==> src/rtl/grid_frame_renderer_pkg.sv <==
// rtl/grid_frame_renderer_pkg.sv - shared encodings for the board frame renderer
package grid_frame_renderer_pkg;

  localparam int BOARD_DIM = 3;
  localparam int NUM_CELLS = BOARD_DIM * BOARD_DIM;

  localparam logic [1:0] CELL_EMPTY = 2'd0;
  localparam logic [1:0] CELL_P1    = 2'd1;
  localparam logic [1:0] CELL_P2    = 2'd2;

  localparam logic [2:0] COL_BLACK = 3'b000;
  localparam logic [2:0] COL_BLUE  = 3'b001;
  localparam logic [2:0] COL_RED   = 3'b100;
  localparam logic [2:0] COL_WHITE = 3'b111;

  localparam logic [2:0] ST_IDLE  = 3'd0;
  localparam logic [2:0] ST_FETCH = 3'd1;
  localparam logic [2:0] ST_LATCH = 3'd2;
  localparam logic [2:0] ST_DRAW  = 3'd3;
  localparam logic [2:0] ST_DONE  = 3'd4;

  // Stored cell value to fill colour; the unused code 3 shows as white so it is visible on screen.
  function automatic logic [2:0] cell_colour(input logic [1:0] value);
    case (value)
      CELL_EMPTY: cell_colour = COL_BLACK;
      CELL_P1:    cell_colour = COL_BLUE;
      CELL_P2:    cell_colour = COL_RED;
      default:    cell_colour = COL_WHITE;
    endcase
  endfunction

endpackage

==> src/rtl/grid_frame_renderer_if.sv <==
// rtl/grid_frame_renderer_if.sv - pixel plot request bus towards the VGA plotter
interface grid_frame_renderer_if;
  logic       plot_valid;
  logic       plot_ready;
  logic [7:0] plot_x;
  logic [6:0] plot_y;
  logic [2:0] plot_colour;

  modport master (output plot_valid, output plot_x, output plot_y, output plot_colour,
                  input plot_ready);
  modport slave  (input plot_valid, input plot_x, input plot_y, input plot_colour,
                  output plot_ready);
endinterface

==> src/rtl/grid_cell_origin.sv <==
// rtl/grid_cell_origin.sv - maps a board cell index to its top-left screen pixel
module grid_cell_origin
  import grid_frame_renderer_pkg::*;
#(
  parameter int CELL_SIZE = 8,
  parameter int ORIGIN_X  = 0,
  parameter int ORIGIN_Y  = 0
) (
  input  logic [3:0] cell_idx_i,
  output logic [7:0] base_x_o,
  output logic [6:0] base_y_o
);

  int col;
  int row;

  // Row-major split of the index; out-of-range indices collapse onto the board origin.
  always_comb begin
    col = 0;
    row = 0;
    if (cell_idx_i < 4'(NUM_CELLS)) begin
      col = int'(cell_idx_i) % BOARD_DIM;
      row = int'(cell_idx_i) / BOARD_DIM;
    end
    base_x_o = 8'(ORIGIN_X + col * CELL_SIZE);
    base_y_o = 7'(ORIGIN_Y + row * CELL_SIZE);
  end

endmodule

==> src/rtl/grid_frame_renderer.sv <==
// rtl/grid_frame_renderer.sv - walks the nine board cells and streams their pixels to the plotter
module grid_frame_renderer
  import grid_frame_renderer_pkg::*;
#(
  parameter int CELL_SIZE = 8,
  parameter int ORIGIN_X  = 0,
  parameter int ORIGIN_Y  = 0
) (
  input  logic                         clk,
  input  logic                         resetn,
  input  logic                         start,
  input  logic [3:0]                   cursor,
  output logic [3:0]                   cell_addr,
  input  logic [1:0]                   cell_data,
  grid_frame_renderer_if.master        plot,
  output logic                         busy,
  output logic                         done
);

  localparam int             PW        = (CELL_SIZE > 1) ? $clog2(CELL_SIZE) : 1;
  localparam logic [PW-1:0]  PX_LAST   = PW'(CELL_SIZE - 1);
  localparam logic [3:0]     LAST_CELL = 4'(NUM_CELLS - 1);

  logic [2:0]    state_q, state_d;
  logic [3:0]    cell_q, cell_d;
  logic [3:0]    cursor_q, cursor_d;
  logic [3:0]    cell_addr_q, cell_addr_d;
  logic [2:0]    colour_q, colour_d;
  logic [PW-1:0] px_q, px_d;
  logic [PW-1:0] py_q, py_d;

  logic [7:0]    base_x;
  logic [6:0]    base_y;
  logic          draw;
  logic          on_border;
  logic [2:0]    pix_colour;

  grid_cell_origin #(
    .CELL_SIZE (CELL_SIZE),
    .ORIGIN_X  (ORIGIN_X),
    .ORIGIN_Y  (ORIGIN_Y)
  ) u_origin (
    .cell_idx_i (cell_q),
    .base_x_o   (base_x),
    .base_y_o   (base_y)
  );

  // Frame sequencer: fetch, latch and raster-draw each cell, one pixel per accepted request.
  always_comb begin
    state_d  = state_q;
    cell_d   = cell_q;
    cursor_d = cursor_q;
    colour_d = colour_q;
    px_d     = px_q;
    py_d     = py_q;
    case (state_q)
      ST_IDLE: begin
        if (start) begin
          state_d  = ST_FETCH;
          cursor_d = cursor;
          cell_d   = 4'd0;
        end
      end
      ST_FETCH: state_d = ST_LATCH;
      ST_LATCH: begin
        colour_d = cell_colour(cell_data);
        px_d     = '0;
        py_d     = '0;
        state_d  = ST_DRAW;
      end
      ST_DRAW: begin
        if (plot.plot_ready) begin
          if (px_q == PX_LAST) begin
            px_d = '0;
            if (py_q == PX_LAST) begin
              py_d = '0;
              if (cell_q == LAST_CELL) begin
                state_d = ST_DONE;
              end else begin
                cell_d  = cell_q + 4'd1;
                state_d = ST_FETCH;
              end
            end else begin
              py_d = py_q + PW'(1);
            end
          end else begin
            px_d = px_q + PW'(1);
          end
        end
      end
      ST_DONE: state_d = ST_IDLE;
      default: state_d = ST_IDLE;
    endcase
    // The read address only moves when a fetch begins, so storage sees a steady address otherwise.
    cell_addr_d = (state_d == ST_FETCH) ? cell_d : cell_addr_q;
  end

  // State and datapath registers with asynchronous clear.
  always_ff @(posedge clk or negedge resetn) begin
    if (!resetn) begin
      state_q     <= ST_IDLE;
      cell_q      <= '0;
      cursor_q    <= '0;
      cell_addr_q <= '0;
      colour_q    <= '0;
      px_q        <= '0;
      py_q        <= '0;
    end else begin
      state_q     <= state_d;
      cell_q      <= cell_d;
      cursor_q    <= cursor_d;
      cell_addr_q <= cell_addr_d;
      colour_q    <= colour_d;
      px_q        <= px_d;
      py_q        <= py_d;
    end
  end

  // Pixel outputs are pure decodes of registered state, so they hold while the plotter stalls.
  always_comb begin
    draw       = (state_q == ST_DRAW);
    on_border  = (px_q == '0) || (py_q == '0) || (px_q == PX_LAST) || (py_q == PX_LAST);
    pix_colour = ((cell_q == cursor_q) && on_border) ? COL_WHITE : colour_q;
  end

  assign plot.plot_valid  = draw;
  assign plot.plot_x      = draw ? (base_x + 8'(px_q)) : 8'd0;
  assign plot.plot_y      = draw ? (base_y + 7'(py_q)) : 7'd0;
  assign plot.plot_colour = draw ? pix_colour : 3'd0;
  assign cell_addr        = cell_addr_q;
  assign busy             = (state_q == ST_FETCH) || (state_q == ST_LATCH) || (state_q == ST_DRAW);
  assign done             = (state_q == ST_DONE);

endmodule
==> src/flat_wrapper.sv <==
// flat-port wrapper written by rule: the top's interface ports become plain ports
module grid_frame_renderer_flat import grid_frame_renderer_pkg::*;
#(
  parameter int CELL_SIZE = 8,
  parameter int ORIGIN_X  = 0,
  parameter int ORIGIN_Y  = 0
)
  (clk, resetn, start, cursor, cell_addr, cell_data, busy, done, plot_plot_valid, plot_plot_x, plot_plot_y, plot_plot_colour, plot_plot_ready);
  grid_frame_renderer_if plot_i ();
  input  logic clk;
  input  logic resetn;
  input  logic start;
  input  logic [3:0] cursor;
  output logic [3:0] cell_addr;
  input  logic [1:0] cell_data;
  output logic busy;
  output logic done;
  output wire logic [$bits(plot_i.plot_valid)-1:0] plot_plot_valid;
  output wire logic [$bits(plot_i.plot_x)-1:0] plot_plot_x;
  output wire logic [$bits(plot_i.plot_y)-1:0] plot_plot_y;
  output wire logic [$bits(plot_i.plot_colour)-1:0] plot_plot_colour;
  input wire logic [$bits(plot_i.plot_ready)-1:0] plot_plot_ready;
  assign plot_plot_valid = plot_i.plot_valid;
  assign plot_plot_x = plot_i.plot_x;
  assign plot_plot_y = plot_i.plot_y;
  assign plot_plot_colour = plot_i.plot_colour;
  assign plot_i.plot_ready = plot_plot_ready;
  grid_frame_renderer #(.CELL_SIZE(CELL_SIZE), .ORIGIN_X(ORIGIN_X), .ORIGIN_Y(ORIGIN_Y)) u_core (.clk(clk), .resetn(resetn), .start(start), .cursor(cursor), .cell_addr(cell_addr), .cell_data(cell_data), .plot(plot_i), .busy(busy), .done(done));
endmodule
==> config.mk <==
export PLATFORM = sky130hd
export DESIGN_NAME = grid_frame_renderer_flat
export DESIGN_NICKNAME = d
export VERILOG_FILES = /design/src/rtl/grid_frame_renderer_pkg.sv /design/src/rtl/grid_frame_renderer_if.sv /design/src/rtl/grid_cell_origin.sv /design/src/rtl/grid_frame_renderer.sv /design/src/flat_wrapper.sv
export SDC_FILE = /design/constraint.sdc
export NUM_CORES = 1
export LEC_CHECK = 0
export ABC_AREA = 1
export CELL_PAD_IN_SITES_DETAIL_PLACEMENT = 1
export CELL_PAD_IN_SITES_GLOBAL_PLACEMENT = 2
export CORE_UTILIZATION = 31
export CTS_BUF_LIST = sky130_fd_sc_hd__clkbuf_16
export CTS_CLUSTER_SIZE = 28
export DETAILED_ROUTE_END_ITERATION = 8
export PLACE_DENSITY = 0.95
export SLEW_MARGIN = 25
export SYNTH_ARGS = -nofsm -noshare
export SYNTH_HDL_FRONTEND = slang
export SYNTH_SLANG_ARGS = --single-unit
==> constraint.sdc <==
create_clock -name clk -period 4.4 [get_ports clk]
set_input_delay 0.88 -clock clk [delete_from_list [all_inputs] [get_ports clk]]
set_output_delay 0.88 -clock clk [all_outputs]
set_load 0.02 [all_outputs]
==> results.sh <==
export IMPL_critPathLaunchType="register"
export IMPL_hold_buffers=0
export IMPL_setup_slack_ns=0.465
export IMPL_yosysTopAreaCell="dfrtp_1"
export IMPL_slew_headroom=0.630
export IMPL_whs_ns=0.487
export IMPL_grt_pass1_wl_um=7530
export IMPL_via_count=1544
export IMPL_cp_common_cell="nand2_1"
export IMPL_synth_cells=226
export IMPL_ir_drop_v=0.000174
export IMPL_rows=26
export IMPL_postPlaceCellArea_um2=2050
export IMPL_fin_nets=282
export IMPL_instances_no_fill=328
export IMPL_grt_use_met2=0.307
export IMPL_port_buffers=32
export IMPL_synth_top_area_share=0.358
export IMPL_critPathArrivalTime_ns=3.06
export IMPL_syn2layout_area_growth_pct=27.0
export IMPL_synth_cell_types=30
export IMPL_wire_per_inst_um=12.8
export IMPL_path_max_fanout=9
export IMPL_ant_nets=0
export IMPL_pin_count=35
export IMPL_postCtsSetupRepairBufs=0
export IMPL_clk_pin_slew_ns=0.06
export IMPL_cap_viol_max_count=0
export IMPL_start_util=0.326
export IMPL_diodes=0
export IMPL_finalPower_uw=715
export IMPL_criticalPathCategory="register to output pin"
export IMPL_drt_first_pass_iters=4
export IMPL_via_per_inst=4.71
export IMPL_fin_setup_tns_ns=0
export IMPL_core_area_um2=5140
export IMPL_cts_buffer_depth=2
export IMPL_setup_viol=0
export IMPL_cts_root_buf="clkbuf_16"
export IMPL_hold_viol_final=0
export IMPL_grt_busiest_layer="met2"
export IMPL_cts_tree="built"
export IMPL_fmaxAchievable_mhz=254
export IMPL_layout_drive_gt1_share=0.0930
export IMPL_status="completed"
export IMPL_first_iter_violations=46
export IMPL_gp_congestion=0.812
export IMPL_synth_warnings=0
export IMPL_stdcell_area_um2=2130
export IMPL_worst_pin_slew_ns=0.555
export IMPL_skew_ns=0.00121
export IMPL_fin_crit_ns=3.94
export IMPL_grt_util_met1=0.227
export IMPL_gr_usage_met3=0.0238
export IMPL_dp_slack_ns=0.706
export IMPL_cp_slowest_stage_delay_ns=0.60
export IMPL_critical_path_top_delay_family="simple AND/OR/NAND/NOR gates"
export IMPL_clk_latency_ns=0.26
export IMPL_grt_max_degree=25
export IMPL_maxSlewViolCount=0
export IMPL_synth_area_um2=1680
export IMPL_drc=0
export IMPL_path_cells="ha_1 -> inv_1 -> nand2_1 -> nand2_1 -> nand2_2 -> nand3_4 -> nand2_1 -> nand2_1 -> inv_1 -> ha_1 -> inv_1 -> nand3_2 -> nor2_8 -> a21oi_1 -> nor2_1 -> clkdlybuf4s50_1"
export IMPL_grt_overflow_total=0
export IMPL_htreeDepth=1
export IMPL_cts_inserted_buffers=3
export IMPL_p_leak_nw=1.08
export IMPL_crit_required_ns=3.52
export IMPL_cpMaxStageDelayCell="clkdlybuf4s50_1"
export IMPL_die_width_um=75.5
export IMPL_grt_setup_unrepaired="no"
export IMPL_synthTopCellsByArea="dfrtp_1 36%, nand2_1 12%, ha_1 9.7%"
export IMPL_p_per_area_nw_per_um2=336
export IMPL_grt_pass1_vias=1605
export IMPL_dieArea_um2=5700
export IMPL_grtUsageTotal=0.179
export IMPL_cts_resized=0
export IMPL_final_core_util=0.414
export IMPL_die_height_um=75.5
export IMPL_path_buf_inv=4
export IMPL_ff2ff_setup_slack_ns=2.52
export IMPL_seq_area_frac_synth=0.358
export IMPL_dp_cells=324
export IMPL_synth_seq_cells=24
export IMPL_hpwl_um=3320
export IMPL_antenna_found_initial=0
export IMPL_end_kind="output pin"
export IMPL_syn_area_per_cell_um2=7.41
export IMPL_clock_sinks=24
export IMPL_period_share=0.894
export IMPL_hold_class="register to register"
export IMPL_finalWirelength_um=4210
[where the power goes]
part | internal, mW | total (mW) | switching [mW] | leakage, nW
Combinational | 0.110 | 0.256 | 0.146 | 0.756
Sequential | 0.244 | 0.259 | 0.0147 | 0.281
Clock | 0.122 | 0.200 | 0.0783 | 0.0385
[cells in the final DEF (no fill, tap or decap), drive strengths merged, types with 2 or more instances in the layout]
| master | count |
|---|---|
| nand3 | 16 |
| clkdlybuf4s50 | 31 |
| nand2 | 60 |
| o21ai | 12 |
| xnor2 | 2 |
| a21oi | 12 |
| nor2 | 25 |
| nor3 | 3 |
| nand4 | 8 |
| conb | 2 |
| ha | 13 |
| dfrtp | 24 |
| clkbuf | 3 |
| o22ai | 2 |
| inv | 37 |
| xor2 | 2 |
[per-layer routing]
metal,share of wire,vias to the layer above
met5,0,-
met4,0.022,0
met3,0.029,7
met2,0.49,24
met1,0.46,727
li1,-,786
[cell families (layout without fill, tap and decap cells)]
group,Yosys count,count (layout),share of synthesized area
AO/OA/AOI/OAI,29,29,0.0956
adder cells (fa/ha/maj),13,13,0.0971
buffers and inverters,42,73,0.105
other,1,2,0.00224
flip-flops,24,24,0.358
AND/OR/NAND/NOR,113,113,0.321
XOR/XNOR,4,4,0.0209
[worst register-to-register path: stages (launching register included)]
cell     delay, ns
dfrtp_1       0.34
ha_1          0.16
ha_1          0.20
nand3_1       0.19
inv_1         0.18
nand4_1       0.14
o21ai_0       0.22
o21ai_0       0.19
nand2_1       0.10
nand2_1       0.05
[Yosys cell counts, drive strengths merged]
cell and count:
a21o 1, a21oi 12, a31oi 1, buf 3, clkbuf 2, conb 1
dfrtp 24, ha 13, inv 37, nand2 60, nand3 16, nand3b 1
nand4 8, nor2 25, nor3 3, o21ai 12, o22ai 2, o31ai 1
xnor2 2, xor2 2
[sequential cells by signal (all words and copies together) (netlist names)]
register	count
u_core.cursor_q	4
u_core.cell_addr	4
u_core.state_q	3
u_core.py_q	3
u_core.colour_q	3
u_core.cell_q	4
u_core.px_q	3
[area by class of cell]
cell class | instances | area [um^2]
Inverter | 37 | 141
Multi-Input combinational cell | 161 | 903
Sequential cell | 24 | 601
Timing Repair Buffer | 32 | 315
Tap cell | 70 | 87.6
Clock buffer | 3 | 75.1
Clock inverter | 1 | 3.75
Fill cell | 670 | 3010
[final timing paths]
path / start / end / depth (start not counted)
worst max-delay path: u_core.cell_q[2] / plot_plot_x[4] / 16
worst min-delay path: u_core.cell_addr[1] / u_core.cell_addr[1] / 2
worst max register to register: u_core.px_q[0] / u_core.cell_addr[3] / 9
worst min register to register: u_core.cell_addr[1] / u_core.cell_addr[1] / 2
max in group asynchronous: resetn / u_core.py_q[2] / 1
min in group asynchronous: resetn / u_core.px_q[0] / 1
No activity file was read; power rests on OpenSTA's default activity.
